[src/rtl/w_sched_ctrl.sv]
// Issue controller for the SHA-256 W-schedule chain: spaces first-stage
// enables, tags in-flight blocks with their nonce, and flushes on abort.
module w_sched_ctrl #(
    parameter int DELAY        = 4,
    parameter int N_STAGES     = 12,
    parameter int MAX_INFLIGHT = 16,
    parameter int TAG_W        = 32
) (
    input  logic                          clk,
    input  logic                          reset,
    input  logic                          blk_valid,
    input  logic [TAG_W-1:0]              blk_nonce,
    output logic                          blk_ready,
    output logic                          w_en,
    input  logic                          w_done,
    output logic                          out_valid,
    output logic [TAG_W-1:0]              out_nonce,
    input  logic                          abort,
    output logic                          drain_done,
    output logic [$clog2(MAX_INFLIGHT):0] inflight,
    output logic                          tag_err,
    output logic                          busy
);

    localparam int PW = $clog2(MAX_INFLIGHT);
    localparam int CW = PW + 1;
    localparam int GW = $clog2(DELAY + 1);

    if (MAX_INFLIGHT < N_STAGES + 1 ||
        (MAX_INFLIGHT & (MAX_INFLIGHT - 1)) != 0) begin : g_bad_cfg
        $error("w_sched_ctrl: MAX_INFLIGHT must be a power of two >= N_STAGES+1");
    end

    typedef enum logic [1:0] {
        IDLE,
        GAP,
        DRAIN
    } state_t;

    state_t            state;
    state_t            state_d;
    logic [GW-1:0]     gap_cnt;
    logic [GW-1:0]     gap_d;
    logic              abort_pend;

    logic [TAG_W-1:0]  tag_mem [MAX_INFLIGHT];
    logic [PW-1:0]     wr_ptr;
    logic [PW-1:0]     rd_ptr;
    logic [CW-1:0]     count;

    logic              accept;
    logic              pop;
    logic              fifo_empty;
    logic              drain_exit;

    assign fifo_empty = (count == '0);
    assign pop        = w_done && !fifo_empty;
    assign blk_ready  = !reset && (state == IDLE) && !abort_pend &&
                        (count < CW'(MAX_INFLIGHT));
    assign accept     = blk_valid && blk_ready;
    assign drain_exit = (state == DRAIN) && fifo_empty && !w_done;
    assign drain_done = drain_exit;
    assign inflight   = count;
    assign busy       = (state != IDLE) || !fifo_empty;

    always_comb begin
        state_d = state;
        gap_d   = gap_cnt;
        unique case (state)
            IDLE: begin
                if (accept) begin
                    state_d = GAP;
                    gap_d   = GW'(DELAY - 1);
                end else if (abort_pend) begin
                    state_d = DRAIN;
                end
            end
            GAP: begin
                // Last gap cycle hands straight to DRAIN if a flush is queued
                if (gap_cnt <= GW'(1)) begin
                    state_d = abort_pend ? DRAIN : IDLE;
                    gap_d   = '0;
                end else begin
                    gap_d   = gap_cnt - GW'(1);
                end
            end
            DRAIN: begin
                if (drain_exit) begin
                    state_d = IDLE;
                end
            end
            default: state_d = IDLE;
        endcase
    end

    always_ff @(posedge clk) begin
        if (accept) begin
            tag_mem[wr_ptr] <= blk_nonce;
        end
    end

    always_ff @(posedge clk) begin
        if (reset) begin
            state      <= IDLE;
            gap_cnt    <= '0;
            abort_pend <= 1'b0;
            wr_ptr     <= '0;
            rd_ptr     <= '0;
            count      <= '0;
            w_en       <= 1'b0;
            out_valid  <= 1'b0;
            out_nonce  <= '0;
            tag_err    <= 1'b0;
        end else begin
            state   <= state_d;
            gap_cnt <= gap_d;
            w_en    <= accept;

            if (drain_exit) begin
                abort_pend <= 1'b0;
            end else if (abort && state != DRAIN) begin
                abort_pend <= 1'b1;
            end

            if (accept) begin
                wr_ptr <= wr_ptr + PW'(1);
            end
            if (pop) begin
                rd_ptr <= rd_ptr + PW'(1);
            end

            unique case ({accept, pop})
                2'b10:   count <= count + CW'(1);
                2'b01:   count <= count - CW'(1);
                default: count <= count;
            endcase

            // Tags popped while draining are discarded silently
            out_valid <= pop && (state != DRAIN);
            if (pop && state != DRAIN) begin
                out_nonce <= tag_mem[rd_ptr];
            end

            if (w_done && fifo_empty) begin
                tag_err <= 1'b1;
            end
        end
    end

endmodule

[config.mk]
export PLATFORM = sky130hd
export DESIGN_NAME = w_sched_ctrl
export DESIGN_NICKNAME = d
export VERILOG_FILES = /design/src/rtl/w_sched_ctrl.sv
export SDC_FILE = /design/constraint.sdc
export NUM_CORES = 1
export LEC_CHECK = 0
export CAP_MARGIN = 10
export CORE_UTILIZATION = 49
export CTS_CLUSTER_DIAMETER = 80
export DETAILED_ROUTE_END_ITERATION = 8
export GPL_ROUTABILITY_DRIVEN = 0
export PLACE_DENSITY = 0.66
export SYNTH_ARGS = -nofsm -noshare
export SYNTH_HDL_FRONTEND = slang
export SYNTH_SLANG_ARGS = --single-unit
[constraint.sdc]
create_clock -name clk -period 10.1 [get_ports clk]
set_input_delay 1.515 -clock clk [delete_from_list [all_inputs] [get_ports clk]]
set_output_delay 1.515 -clock clk [all_outputs]
set_load 0.02 [all_outputs]
==> impl_metrics.tcl <==
set metrics [dict create \
    max_cap_violations 0 \
    filler_cell_count 3177 \
    power.density_nw_per_um2 223 \
    htree_levels 2 \
    finClkSkew_ns 0.0184 \
    diodes_inserted 0 \
    final_net_count 1162 \
    clock_path_buffers 3 \
    worstReg2RegEnd "out_nonce[19]" \
    pin_count_of_the_biggest_net_entering_global_routing 71 \
    ff2ff_path_depth 5 \
    synth-seq-area-share_pct 75.9 \
    placementRows 76 \
    setup_total_negative_slack_ns 0 \
    initial_core_util_pct 50.0 \
    globalRouteTotalUtil_pct 19.5 \
    startpoint_type "input port" \
    worst_slack_ns 4.98 \
    cts_repair_resize_count 0 \
    synth.net_count 1062 \
    numCtsBuffers 56 \
    grt_antenna_before_repair 0 \
    die_height_um 212 \
    path_max_fanout 23 \
    core_um2 43400 \
    cts_tree "yes" \
    wirelength_um 42300 \
    timing.hold.worst.start "out_nonce[31]" \
    hold_buffers_post_cts 0 \
    place_area_um2 23200 \
    timing.max_slew.rel_slack_pct 18.1 \
    post-route-util_pct 57.9 \
    die-area_um2 45100 \
    timing.final.crit_period_ns 5.12 \
    worstHoldPathCells 1 \
    i_o_pin_count 80 \
    worstPathArrival_ns 3.60 \
    drt_drc_violations_left 0 \
    run_status "completed" \
    drt_iter0_markers 863 \
    maxClockFrequency_mhz 195 \
    pre_cts_slack_ns 4.87 \
    worst_setup_hold_path_clk_slew_ns 0.06 \
    mappedNetlistArea_um2 21700 \
    worstSkewPairLatency_ns 0.60 \
    syn-instance-count 1015 \
    worst-slew-pin-transition_ns 1.23 \
    synth-edff-count 512 \
    predominant_post_synthesis_flop_cell "edfxtp_1" \
    clock_tree_root_driver_cell "clkbuf_16" \
    timing.hold.worst_endpoint "out_nonce[31]" \
    detail_route.wl_per_cell_um 24.2 \
    hpwlAfterDp_um 23100 \
    p_leak_nw 7.71 \
    rsz0062_at_grt "false" \
    worstHoldPathType "reg -> reg" \
    synth.avg_cell_area_um2 21.3 \
    endpoint_kind "output pin" \
    report.final.setup_viol 0 \
    grt_pass1_vias 10500 \
    final.period_utilization_pct 50.7 \
    cts_sinks 566 \
    cp.required_ns 8.59 \
    post_route_cells_drive_above_1_share_pct 25.4 \
    fin_total_pwr_mw 5.60 \
    via_count 10000 \
    startpoint_of_the_worst_register_to_register_path "rd_ptr[0]" \
    yosys_register_bits 566 \
    grt-ovfl-total 0 \
    synthArstFlopShare_pct 0 \
    finalHoldViolations 0 \
    io_buffer_count 79 \
    grt_first_pass_wirelength_um 64300 \
    cts.repair_timing.setup_buffer_count 0 \
    max-vdd-ir-drop_mv 0.131 \
    flow.area_growth_from_synthesis_pct 15.8 \
    ant_nets 0 \
    r2r_setup_slack_ns 6.65 \
    worstSetupPathType "in -> out" \
    synth.distinct_cells 44 \
    drt-pass1-iter-count 4 \
    yosys_synthesis_warning_count 0 \
    report.final.slew_viol_count 0 \
    die_w_um 212 \
    via_per_inst 5.75 \
    design_area_um2 25100 \
]
==> cell usage in the layout (no fill, tap or decap), types with 2 or more instances in the layout <==
cell type and n:
buf_4 23, dfxtp_4 3, edfxtp_1 512, clkinv_2 11
clkbuf_16 58, clkbuf_8 3, mux4_2 128, nor3_2 4
o211ai_1 2, nor2_4 13, o21ai_0 6, nor2_1 12
or3_1 3, clkbuf_1 5, clkinv_1 18, dfxtp_1 50
nand2_1 11, inv_1 9, or2_1 2, bufinv_16 9
a221o_1 32, mux2i_1 33, a21oi_1 13, nor2b_1 4
nand2b_1 5, o21bai_1 3, xnor2_1 2, mux2_2 34
ha_1 10, nand3_1 3, clkdlybuf4s50_1 79, and3_1 2
nor3_1 35, xor2_1 6
==> metrics by stage <==
step | cells | hold slack (ns)
CTS | 1748 | 0.483
global route | 1748 | 0.505
detailed placement | 1642 | 0.465
finish | 1748 | 0.484
global placement | 1642 | 0.469
floorplan | 1015 | 0.462
==> report_power, final <==
group / internal [mW] / total, mW / switching [mW] / leakage, nW
combinational: 0.376 / 0.776 / 0.400 / 1.71
clock: 1.29 / 2.14 / 0.849 / 0.948
sequential: 2.63 / 2.69 / 0.0614 / 5.05
==> Yosys cell counts, types with 2 or more instances <==
cell	count	area share (%)
clkbuf_1	27	0.47
inv_1	9	0.16
ha_1	10	0.58
mux2_2	34	1.8
nor3_1	39	0.90
nor2b_1	4	0.12
a221o_1	32	1.5
and3_1	2	0.058
edfxtp_1	512	71
xnor2_1	2	0.081
buf_2	16	0.37
xor2_1	6	0.24
o21ai_0	6	0.14
mux4_2	128	13
buf_6	10	0.52
dfxtp_1	54	5.0
a21oi_1	13	0.30
or2_1	2	0.058
nor2_1	25	0.43
or3_1	3	0.087
o211ai_1	2	0.069
nand2_1	11	0.19
buf_1	7	0.12
nand2b_1	5	0.14
o21bai_1	3	0.10
nand3_1	3	0.069
mux2i_1	33	1.5
==> flip-flops by register name, summed over array words and instances, names as in the netlist <==
signal      cells
gap_cnt         3
w_en            1
out_valid       1
tag_err         1
state           2
out_nonce      32
tag_mem       512
rd_ptr          4
abort_pend      1
wr_ptr          4
inflight        5
==> worst max path at each step <==
| stage | end | from | slack (ns) | cells after the start |
|---|---|---|---|---|
| floorplan | tag_mem[0][0] | reset | 5.37 | 5 |
| global placement | inflight[4] | reset | 4.93 | 11 |
| detailed placement | inflight[4] | reset | 4.87 | 11 |
| CTS | blk_ready | reset | 4.96 | 4 |
| global route | blk_ready | reset | 4.83 | 4 |
| finish | blk_ready | reset | 4.98 | 4 |
==> worst max-delay path, cell delays in order <==
cell and delay [ns]:
clkdlybuf4s50_1 1.05, inv_1 0.28, and2_1 0.22, clkdlybuf4s50_1 0.54
==> area by class of cell <==
cell class                 instances  area (um^2)  area share, %
multi-input combinational        380         4980           19.8
clock inverter                    40          417           1.66
clock buffer                      66         1510           6.02
timing repair buffer             102          963           3.84
inverter                           9         33.8          0.135
tap                              585          732           2.92
sequential                       566        16500           65.6
==> layer usage <==
layer | global-route usage [%] | wire length, um | up-vias
met1 | 27.4 | 18900 | 5296
met5 | 0 | 0 | -
met2 | 31.8 | 20700 | 252
li1 | - | - | 4437
met4 | 6.28 | 879 | 0
met3 | 2.69 | 1880 | 62
==> cells by family after synthesis <==
| family | share of synthesized area [%] |
|---|---|
| AND/OR/NAND/NOR | 2.32 |
| buffers and inverters | 1.63 |
| AO/OA/AOI/OAI | 2.61 |
| multiplexers | 16.6 |
| XOR/XNOR | 0.323 |
| flip-flops | 75.9 |
| adder cells (fa/ha/maj) | 0.577 |
No activity file was read; power rests on OpenSTA's default activity.
